==> config.mk <==
export PLATFORM = sky130hd
export DESIGN_NAME = pc_sequencer
export DESIGN_NICKNAME = d
export VERILOG_FILES = /design/src/rtl/pc_sequencer.sv
export SDC_FILE = /design/constraint.sdc
export NUM_CORES = 1
export LEC_CHECK = 0
export CAP_MARGIN = 15
export CORE_MARGIN = 3
export CORE_UTILIZATION = 41
export DETAILED_ROUTE_END_ITERATION = 6
export MAX_ROUTING_LAYER = met4
export PLACE_DENSITY_LB_ADDON = 0.08
export SYNTH_ARGS = -nofsm -noshare
export SYNTH_HDL_FRONTEND = slang
export SYNTH_SLANG_ARGS = --single-unit
==> constraint.sdc <==
create_clock -name clk -period 3.5 [get_ports clk]
set_clock_uncertainty 0.15 [all_clocks]
set_input_delay 0.35 -clock clk [delete_from_list [all_inputs] [get_ports clk]]
set_output_delay 0.35 -clock clk [all_outputs]
set_load 0.01 [all_outputs]
==> src/rtl/pc_sequencer.sv <==
// Program counter sequencer with branches, relative/absolute jumps and a return-address stack.
// Latency: one cycle from op to p_ct update; all outputs come straight from registers.
// Backpressure: stall=1 freezes all state; in HALTED only reset has any effect.
//
// Ports:
//   clk, reset          single clock, synchronous active-high reset
//   stall               hold all state this cycle
//   op                  0 SEQ, 1 BR_ZERO, 2 BR_LESS, 3 JMP_REL, 4 JMP_ABS, 5 CALL, 6 RET, 7 HALT
//   zero, less          status flags used by BR_ZERO / BR_LESS
//   jmp_dist            signed relative distance (two's complement)
//   jmp_target          absolute target for JMP_ABS and CALL
//   p_ct                current program counter
//   halted              high while in HALTED
//   ras_ovf, ras_unf    sticky stack overflow / underflow flags
//   ras_cnt             number of valid return-stack entries
module pc_sequencer #(
  parameter int PC_W      = 10,
  parameter int DIST_W    = 6,
  parameter int RAS_DEPTH = 4,
  parameter int RESET_PC  = 0
) (
  input  logic                           clk,
  input  logic                           reset,
  input  logic                           stall,
  input  logic [2:0]                     op,
  input  logic                           zero,
  input  logic                           less,
  input  logic [DIST_W-1:0]              jmp_dist,
  input  logic [PC_W-1:0]                jmp_target,
  output logic [PC_W-1:0]                p_ct,
  output logic                           halted,
  output logic                           ras_ovf,
  output logic                           ras_unf,
  output logic [$clog2(RAS_DEPTH+1)-1:0] ras_cnt
);

  localparam int CNT_W = $clog2(RAS_DEPTH + 1);
  localparam int IDX_W = $clog2(RAS_DEPTH);
  localparam logic [CNT_W-1:0] CNT_FULL = CNT_W'(RAS_DEPTH);

  localparam logic [2:0] OP_SEQ     = 3'd0;
  localparam logic [2:0] OP_BR_ZERO = 3'd1;
  localparam logic [2:0] OP_BR_LESS = 3'd2;
  localparam logic [2:0] OP_JMP_REL = 3'd3;
  localparam logic [2:0] OP_JMP_ABS = 3'd4;
  localparam logic [2:0] OP_CALL    = 3'd5;
  localparam logic [2:0] OP_RET     = 3'd6;
  localparam logic [2:0] OP_HALT    = 3'd7;

  typedef enum logic {RUN = 1'b0, HALTED = 1'b1} state_t;

  state_t            state_q, state_d;
  logic [PC_W-1:0]   pc_q, pc_d;
  logic [CNT_W-1:0]  cnt_q, cnt_d;
  logic              ovf_q, ovf_d;
  logic              unf_q, unf_d;
  logic [PC_W-1:0]   stk_q [RAS_DEPTH];
  logic [PC_W-1:0]   stk_d [RAS_DEPTH];

  logic [PC_W-1:0]   pc_inc;
  logic [PC_W-1:0]   pc_rel;

  // Sign-extending size cast; the adders wrap modulo 2^PC_W with no flag.
  assign pc_inc = pc_q + PC_W'(1);
  assign pc_rel = pc_q + PC_W'($signed(jmp_dist));

  always_comb begin
    state_d = state_q;
    pc_d    = pc_q;
    cnt_d   = cnt_q;
    ovf_d   = ovf_q;
    unf_d   = unf_q;
    stk_d   = stk_q;

    if (state_q == RUN && !stall) begin
      case (op)
        OP_SEQ:     pc_d = pc_inc;
        OP_BR_ZERO: pc_d = zero ? pc_rel : pc_inc;
        OP_BR_LESS: pc_d = less ? pc_rel : pc_inc;
        OP_JMP_REL: pc_d = pc_rel;
        OP_JMP_ABS: pc_d = jmp_target;
        OP_CALL: begin
          if (cnt_q == CNT_FULL) begin
            // Full: slide entries toward index 0 so the oldest falls off the
            // bottom and the new return address lands on top.
            for (int i = 0; i < RAS_DEPTH - 1; i++) begin
              stk_d[i] = stk_q[i+1];
            end
            stk_d[RAS_DEPTH-1] = pc_inc;
            ovf_d = 1'b1;
          end else begin
            stk_d[IDX_W'(cnt_q)] = pc_inc;
            cnt_d = cnt_q + CNT_W'(1);
          end
          pc_d = jmp_target;
        end
        OP_RET: begin
          if (cnt_q != '0) begin
            pc_d  = stk_q[IDX_W'(cnt_q - CNT_W'(1))];
            cnt_d = cnt_q - CNT_W'(1);
          end else begin
            // Nothing to return to: flag it and fall through to the next PC.
            unf_d = 1'b1;
            pc_d  = pc_inc;
          end
        end
        OP_HALT:    state_d = HALTED;
        default:    pc_d = pc_q;
      endcase
    end
  end

  always_ff @(posedge clk) begin
    if (reset) begin
      state_q <= RUN;
      pc_q    <= PC_W'(RESET_PC);
      cnt_q   <= '0;
      ovf_q   <= 1'b0;
      unf_q   <= 1'b0;
    end else begin
      state_q <= state_d;
      pc_q    <= pc_d;
      cnt_q   <= cnt_d;
      ovf_q   <= ovf_d;
      unf_q   <= unf_d;
    end
  end

  // Stack storage carries no reset; ras_cnt alone marks which entries are valid.
  always_ff @(posedge clk) begin
    stk_q <= stk_d;
  end

  assign p_ct    = pc_q;
  assign halted  = (state_q == HALTED);
  assign ras_ovf = ovf_q;
  assign ras_unf = unf_q;
  assign ras_cnt = cnt_q;

endmodule

==> metrics.md, run 1 <==
| Metric | Value |
|---|---|
| Status | `completed` |
| Number of buffers created by CTS | `5` |
| Reg2reg start | `ras_cnt[1]` |
| FF-to-FF End | `p_ct[2]` |
| Routed Antenna Nets | `0` |
| Hold_sp | `ras_unf` |
| Leakage | `1.46 nW` |
| Worst endpoint required time | `3.53 ns` |
| Async set-reset flop share out of synthesis | `0%` |
| Net Count, Synth | `393` |
| DRC errors left | `0` |
| Post-CTS resize count | `0` |
| Seq cells post-synth | `56` |
| GP Congestion | `0.780` |
| Worst Reg2Reg Path Length in Cells | `8` |
| Post-DP HPWL | `6370 µm` |
| Root Buffer | `clkbuf_8` |
| Number of synthesized flops with an enable pin | `40` |
| H-tree Lvls | `2` |
| Post-synth top cells | `o21ai_0, nand2_1, edfxtp_1, nor2_1, ha_1` |
| Final worst setup slack | `0.930 ns` |
| Clock Path Buffers | `2` |
| Fmax | `389 MHz` |
| Final Setup Violations | `0` |
| Vias in the first global route | `2699` |
| CP startpoint kind | `register` |
| Top-count cell post-synth | `o21ai_0` |
| Chip height | `97.5 µm` |
| Max-cap check violation count | `0` |
| Vias per cell | `5.67` |
| Total grt overflow | `0` |
| CP Class | `reg2reg` |
| RSZ-0062 raised after global routing | `no` |
| Reg2Reg Setup Slack | `0.93 ns` |
| Worst hold path class | `reg2reg` |
| Ys flop type | `edfxtp_1` |
| Worst Hold End | `ras_unf` |
| Via Count | `2774` |
| Post-synth top area share | `35.0%` |
| DP Worst Slack | `0.739 ns` |
| Final period utilization | `73.4%` |
| Initial core utilization | `43.3%` |
| Slew Limit Headroom | `52.9%` |
| Post-CTS setup buffer count | `0` |
| Syn. warnings | `0` |
| Clock transition at the registers of the reported paths | `0.11 ns` |
| Pwr dens | `360 mW/mm²` |
| Actual slew at the worst max-slew pin | `0.705 ns` |
| Setup TNS | `0 ns` |
| Yosys top cell by area | `edfxtp_1` |
| Drt first pass iters | `5` |
| Width of the die | `97.5 µm` |
| Port-buffer cells | `39` |
| Nets | `428` |
| Row count | `32` |
| DRT Wirelength | `8140 µm` |
| Clock period minus worst slack | `2.57 ns` |
| Post-synthesis instance total | `351` |
| CTS tree | `yes` |
| CP max FO | `10` |
| Placed Cells | `481` |
| Worst-Skew Late Latency | `0.32 ns` |
| Yosys cell types | `42` |
| Share of the yosys chip area belonging to registers | `44.3%` |
| Cell Area, Synth | `0.00343 mm²` |
| Pins Over Slew Limit | `0` |
| Die area | `0.00950 mm²` |
| Final non-filler cell total | `489` |
| All-Layer GR Usage | `18.2%` |
| Peak VDD IR | `0.236 mV` |
| Proportion of layout cells with a drive suffix above 1 | `4.91%` |
| First-pass GRT wire length | `13800 µm` |
| Initial antenna violation count | `0` |
| Core Area | `0.00793 mm²` |
| CP endpoint kind | `register` |
| Area Growth Syn to Fin | `17.3%` |
| Iteration-0 DRC Markers | `107` |
| Number of buffers inserted by hold repair at cts | `0` |
| DR WL/cell | `16.6 µm` |
| Synth area leaders | `edfxtp_1, dfxtp_1, o21ai_0, mux4_1, ha_1` |
| Largest net degree at the start of global routing | `24` |
| # diodes | `0` |
| Io pins | `40` |
| CTS Sinks | `56` |
| Hold Crit Depth | `2` |
| Hold Violations, Final | `0` |
| Worst EP arrival | `2.60 ns` |
| Syn Area/Cell | `9.77 µm²` |
-- cell usage in the layout (no fill, tap or decap), types with 2 or more instances in the layout --
| cell | instances |
|---|---|
| inv_1 | 13 |
| a211o_1 | 2 |
| a22o_1 | 2 |
| nand4_1 | 2 |
| clkdlybuf4s50_1 | 39 |
| o21a_1 | 4 |
| dfxtp_1 | 16 |
| edfxtp_1 | 40 |
| xnor2_1 | 12 |
| a221oi_1 | 9 |
| nor2_1 | 39 |
| nor2b_1 | 3 |
| buf_4 | 7 |
| a211oi_1 | 4 |
| a31oi_1 | 3 |
| ha_1 | 17 |
| xor2_1 | 5 |
| o21ai_0 | 49 |
| mux4_1 | 9 |
| o21ai_1 | 2 |
| nand2b_1 | 6 |
| clkbuf_8 | 5 |
| and2_1 | 3 |
| nand2_1 | 42 |
| nor3_1 | 9 |
| nand3_1 | 7 |
| o21bai_1 | 3 |
| a21o_1 | 4 |
| a21oi_1 | 16 |
| inv_6 | 2 |
-- worst max path at each step --
stage / startpoint / to / depth (start not counted)
6_report: ras_cnt[1] / p_ct[2] / 8
5_1_grt: ras_cnt[1] / p_ct[2] / 8
3_3_place_gp: op[2] / stk_q[38] / 4
3_5_place_dp: op[2] / stk_q[38] / 4
4_1_cts: ras_cnt[1] / p_ct[2] / 8
2_1_floorplan: ras_cnt[0] / stk_q[0] / 7
-- worst max-delay path, stage by stage, from the launching register on --
cell and delay [ns]:
dfxtp_1 0.41, inv_1 0.10, ha_1 0.25, ha_1 0.22, nand2b_1 0.16, o21bai_1 0.55, o21ai_0 0.18, a221oi_1 0.32
nor3_1 0.10
-- routing by layer --
metal	vias to the layer above	wire length, µm	global-route usage, %
li1	1366	-	-
met1	1323	4030	25.1
met2	67	3570	27.4
met3	18	353	3.45
met4	0	184	5.54
met5	-	0	-
-- flip-flops by register name (all words and copies together), names as in the netlist --
signal   count
stk_q       40
p_ct        10
ras_cnt      3
halted       1
ras_ovf      1
ras_unf      1
-- layout make-up --
class / count / area, µm²
sequential: 56 / 1520
multi-input combinational: 264 / 1790
timing repair buffer: 46 / 443
fill: 741 / 3900
inverter: 13 / 48.8
tap: 102 / 128
clock buffer: 5 / 68.8
clock inverter: 3 / 28.8
-- report_power, final --
| group | leakage [nW] | internal (mW) | switching (mW) |
|---|---|---|---|
| clock | 0.0511 | 0.152 | 0.241 |
| combinational | 0.887 | 0.141 | 0.161 |
| sequential | 0.520 | 0.725 | 0.0295 |
| total | 1.46 | 1.02 | 0.431 |
-- kinds of logic after synthesis --
logic type | synth area share, %
simple gates | 14.7
compound gates | 18.3
flops | 44.3
buf+inv | 3.76
fa+ha+maj | 6.78
xor+xnor | 4.34
mux | 7.84
-- per-stage QoR --
step	power (mW)	utilization, %	area [µm²]	hold WS [ns]
detailed placement	1.07	49.5	3930	0.318
global placement	1.07	49.5	3930	0.308
finish	1.45	50.8	4030	0.341
CTS	1.46	50.8	4030	0.344
global route	1.52	50.8	4030	0.391
floorplan	0.956	-	3430	0.355
Note: power is estimated with default switching activity, not from simulation.
==> inputs of run 2 (changes only) <==
clock period = 2.6 ns   (was 3.5 ns; I/O delays follow)
==> run 2 against run 1 <==
Net effect: highest routed layer unchanged; count of clock-buffer cells in the layout unchanged; register-to-register slack worse by 0.62 ns; via count up 2.8%; worst setup slack got worse by 0.62 ns.
==> metrics.md, run 2 (synthesis results as in run 1) <==
| Metric | Value |
|---|---|
| Hold_sp | `ras_unf` |
| CP Class | `reg2reg` |
| RSZ-0062 raised after global routing | `no` |
| Total grt overflow | `0 (unchanged)` |
| Internal | `1.38 mW (+36%)` |
| Vias per cell | `5.65 (-0.41%)` |
| Sequential power share | `50.7% (-1.4 points)` |
| Clock share of power | `26.5% (-0.6 points)` |
| Commonest non-fill, non-tap cell in the layout | `o21ai_0` |
| Final period utilization | `87.9% (+15 points)` |
| CP max stage delay | `0.43 ns (-0.12 ns)` |
| Sequential Area | `0.00152 mm² (unchanged)` |
| Fmax | `437 MHz (+12%)` |
| Pwr dens | `476 mW/mm² (+32%)` |
| Post-CTS resize count | `0 (unchanged)` |
| Largest register FFs | `40 (unchanged)` |
| Number of buffers inserted by hold repair at cts | `0 (unchanged)` |
| Reg2Reg Setup Slack | `0.31 ns (-0.62 ns)` |
| DRT Wirelength | `8960 µm (+10%)` |
| Post-layout util | `52.3% (+1.5 points)` |
| Sw power | `0.592 mW (+37%)` |
| Initial antenna violation count | `0 (unchanged)` |
| Critical Path Slowest Stage Cell | `ha_1` |
| Die area | `0.00950 mm² (unchanged)` |
| CP max FO | `6 (-4)` |
| Vias in the first global route | `2840 (+5.2%)` |
| Io pins | `40 (unchanged)` |
| Final Setup Violations | `0 (unchanged)` |
| Worst-Skew Late Latency | `0.32 ns (about the same)` |
| Top reg by flops | `stk_q` |
| Proportion of layout cells with a drive suffix above 1 | `8.93% (+4.0 points)` |
| CTS tree | `yes` |
| Routed Antenna Nets | `0 (unchanged)` |
| Post-CTS setup buffer count | `0 (unchanged)` |
| Port-buffer cells | `39 (unchanged)` |
| Clock transition at the registers of the reported paths | `0.11 ns (about the same)` |
| CTS Sinks | `56 (unchanged)` |
| GP Congestion | `0.789 (+1.2%)` |
| Reg2reg start | `ras_cnt[0]` |
| Worst setup path startpoint | `ras_cnt[0]` |
| Area Growth Syn to Fin | `20.9%` |
| Width of the die | `97.5 µm (unchanged)` |
| First-pass GRT wire length | `14900 µm (+8.4%)` |
| Leakage | `1.54 nW (+5.5%)` |
| Max-cap check violation count | `0 (unchanged)` |
| H-tree Lvls | `2 (unchanged)` |
| Post-DP HPWL | `6420 µm (+0.71%)` |
| DR WL/cell | `17.7 µm (+6.7%)` |
| Via Count | `2853 (+2.8%)` |
| Net Sw Frac | `30.0% (+0.19 points)` |
| Pins Over Slew Limit | `0 (unchanged)` |
| Chip height | `97.5 µm (unchanged)` |
| Clock Path Buffers | `2 (unchanged)` |
| Peak VDD IR | `0.263 mV (+12%)` |
| DRC errors left | `0 (unchanged)` |
| Iteration-0 DRC Markers | `132 (+23%)` |
| Worst EP arrival | `2.35 ns (-0.25 ns)` |
| Worst endpoint required time | `2.66 ns (-0.87 ns)` |
| CP startpoint kind | `register` |
| # diodes | `0 (unchanged)` |
| Row count | `32 (unchanged)` |
| Most frequent cells in the layout | `o21ai_0, nand2_1, edfxtp_1, nor2_1, clkdlybuf4s50_1` |
| Status | `completed` |
| Final worst setup slack | `0.314 ns (-0.617 ns)` |
| Multi-input gate area | `0.00179 mm² (+0.21%)` |
| Nets | `444 (+3.7%)` |
| Core Area | `0.00793 mm² (unchanged)` |
| Slew Limit Headroom | `68.3% (+15 points)` |
| All-Layer GR Usage | `20.0% (+1.8 points)` |
| Initial core utilization | `43.3% (unchanged)` |
| Root Buffer | `clkbuf_8` |
| Clock period minus worst slack | `2.29 ns (-0.283 ns)` |
| Drt first pass iters | `4 (-1)` |
| Crit path cell chain | `inv_1 > ha_1 > buf_4 > mux4_1 > a221oi_1 > o21ai_0 > a21oi_1 > nor3_1` |
| Setup TNS | `0 ns (unchanged)` |
| Filler cells | `741 (unchanged)` |
| DP Worst Slack | `0.0226 ns (-0.717 ns)` |
| Largest net degree at the start of global routing | `29 (+21%)` |
| Number of buffers created by CTS | `5 (unchanged)` |
| Worst hold path class | `reg2reg` |
| Combinational share of power | `22.8% (+2.0 points)` |
| CP endpoint kind | `register` |
| Hold Violations, Final | `0 (unchanged)` |
| Actual slew at the worst max-slew pin | `0.473 ns (-0.232 ns)` |
==> run 2: changes by cell type in the layout (fill, tap and decap cells not counted), sizes merged <==
cell	change
buf	+16
inv	-2
clkinv	+1
clkinvlp	+1
==> run 2: metal layers <==
layer,global-route usage (%),part of all wire (%)
met1,27.0,48
met2,31.8,47
met3,3.02,3.3
met4,5.43,1.8
met5,-,0
==> run 2: per-stage QoR <==
stage | hold WS [ns] | instances | power, mW | cell area, µm²
global route | 0.384 | 505 | 2.07 | 4150
floorplan | 0.293 | 351 | 1.29 | 3440
CTS | 0.336 | 505 | 1.99 | 4140
global placement | 0.305 | 497 | 1.46 | 4050
finish | 0.334 | 505 | 1.98 | 4150
detailed placement | 0.310 | 497 | 1.47 | 4050
==> run 2: cell type report <==
type / instances / share of cell area, %
Timing Repair Buffer: 62 / 13.6
Inverter: 13 / 1.18
Multi-Input combinational cell: 264 / 43.2
Clock buffer: 5 / 1.66
Clock inverter: 3 / 0.664
Tap cell: 102 / 3.08
Sequential cell: 56 / 36.7
==> run 2: power groups by stage <==
stage | clock, mW | combinational, mW | sequential (mW)
2_1_floorplan | 0 | 0.259 | 1.03
3_3_place_gp | 0 | 0.442 | 1.02
3_5_place_dp | 0 | 0.445 | 1.02
4_1_cts | 0.541 | 0.449 | 1.00
5_1_grt | 0.570 | 0.498 | 1.01
6_report | 0.523 | 0.451 | 1.00
==> run 2: worst max-delay path: cells and delay by family (launching register included) <==
family | cells | cell delay (ns)
flip-flops | 1 | 0.34
adder cells (fa/ha/maj) | 1 | 0.43
multiplexers | 1 | 0.29
AO/OA/AOI/OAI | 3 | 0.63
buffers and inverters | 2 | 0.27
AND/OR/NAND/NOR | 1 | 0.07
==> run 2: worst paths after layout <==
path / endpoint / cells after the start
setup / recovery: p_ct[1] / 8
hold / removal: ras_unf / 2
setup reg to reg: p_ct[1] / 8
hold reg to reg: ras_unf / 2
==> inputs of run 3 (changes only) <==
CTS_CLUSTER_DIAMETER = 150   (was default)
==> results of run 3 <==
Same layout as run 2: the final DEF is identical, and so are final timing and power.
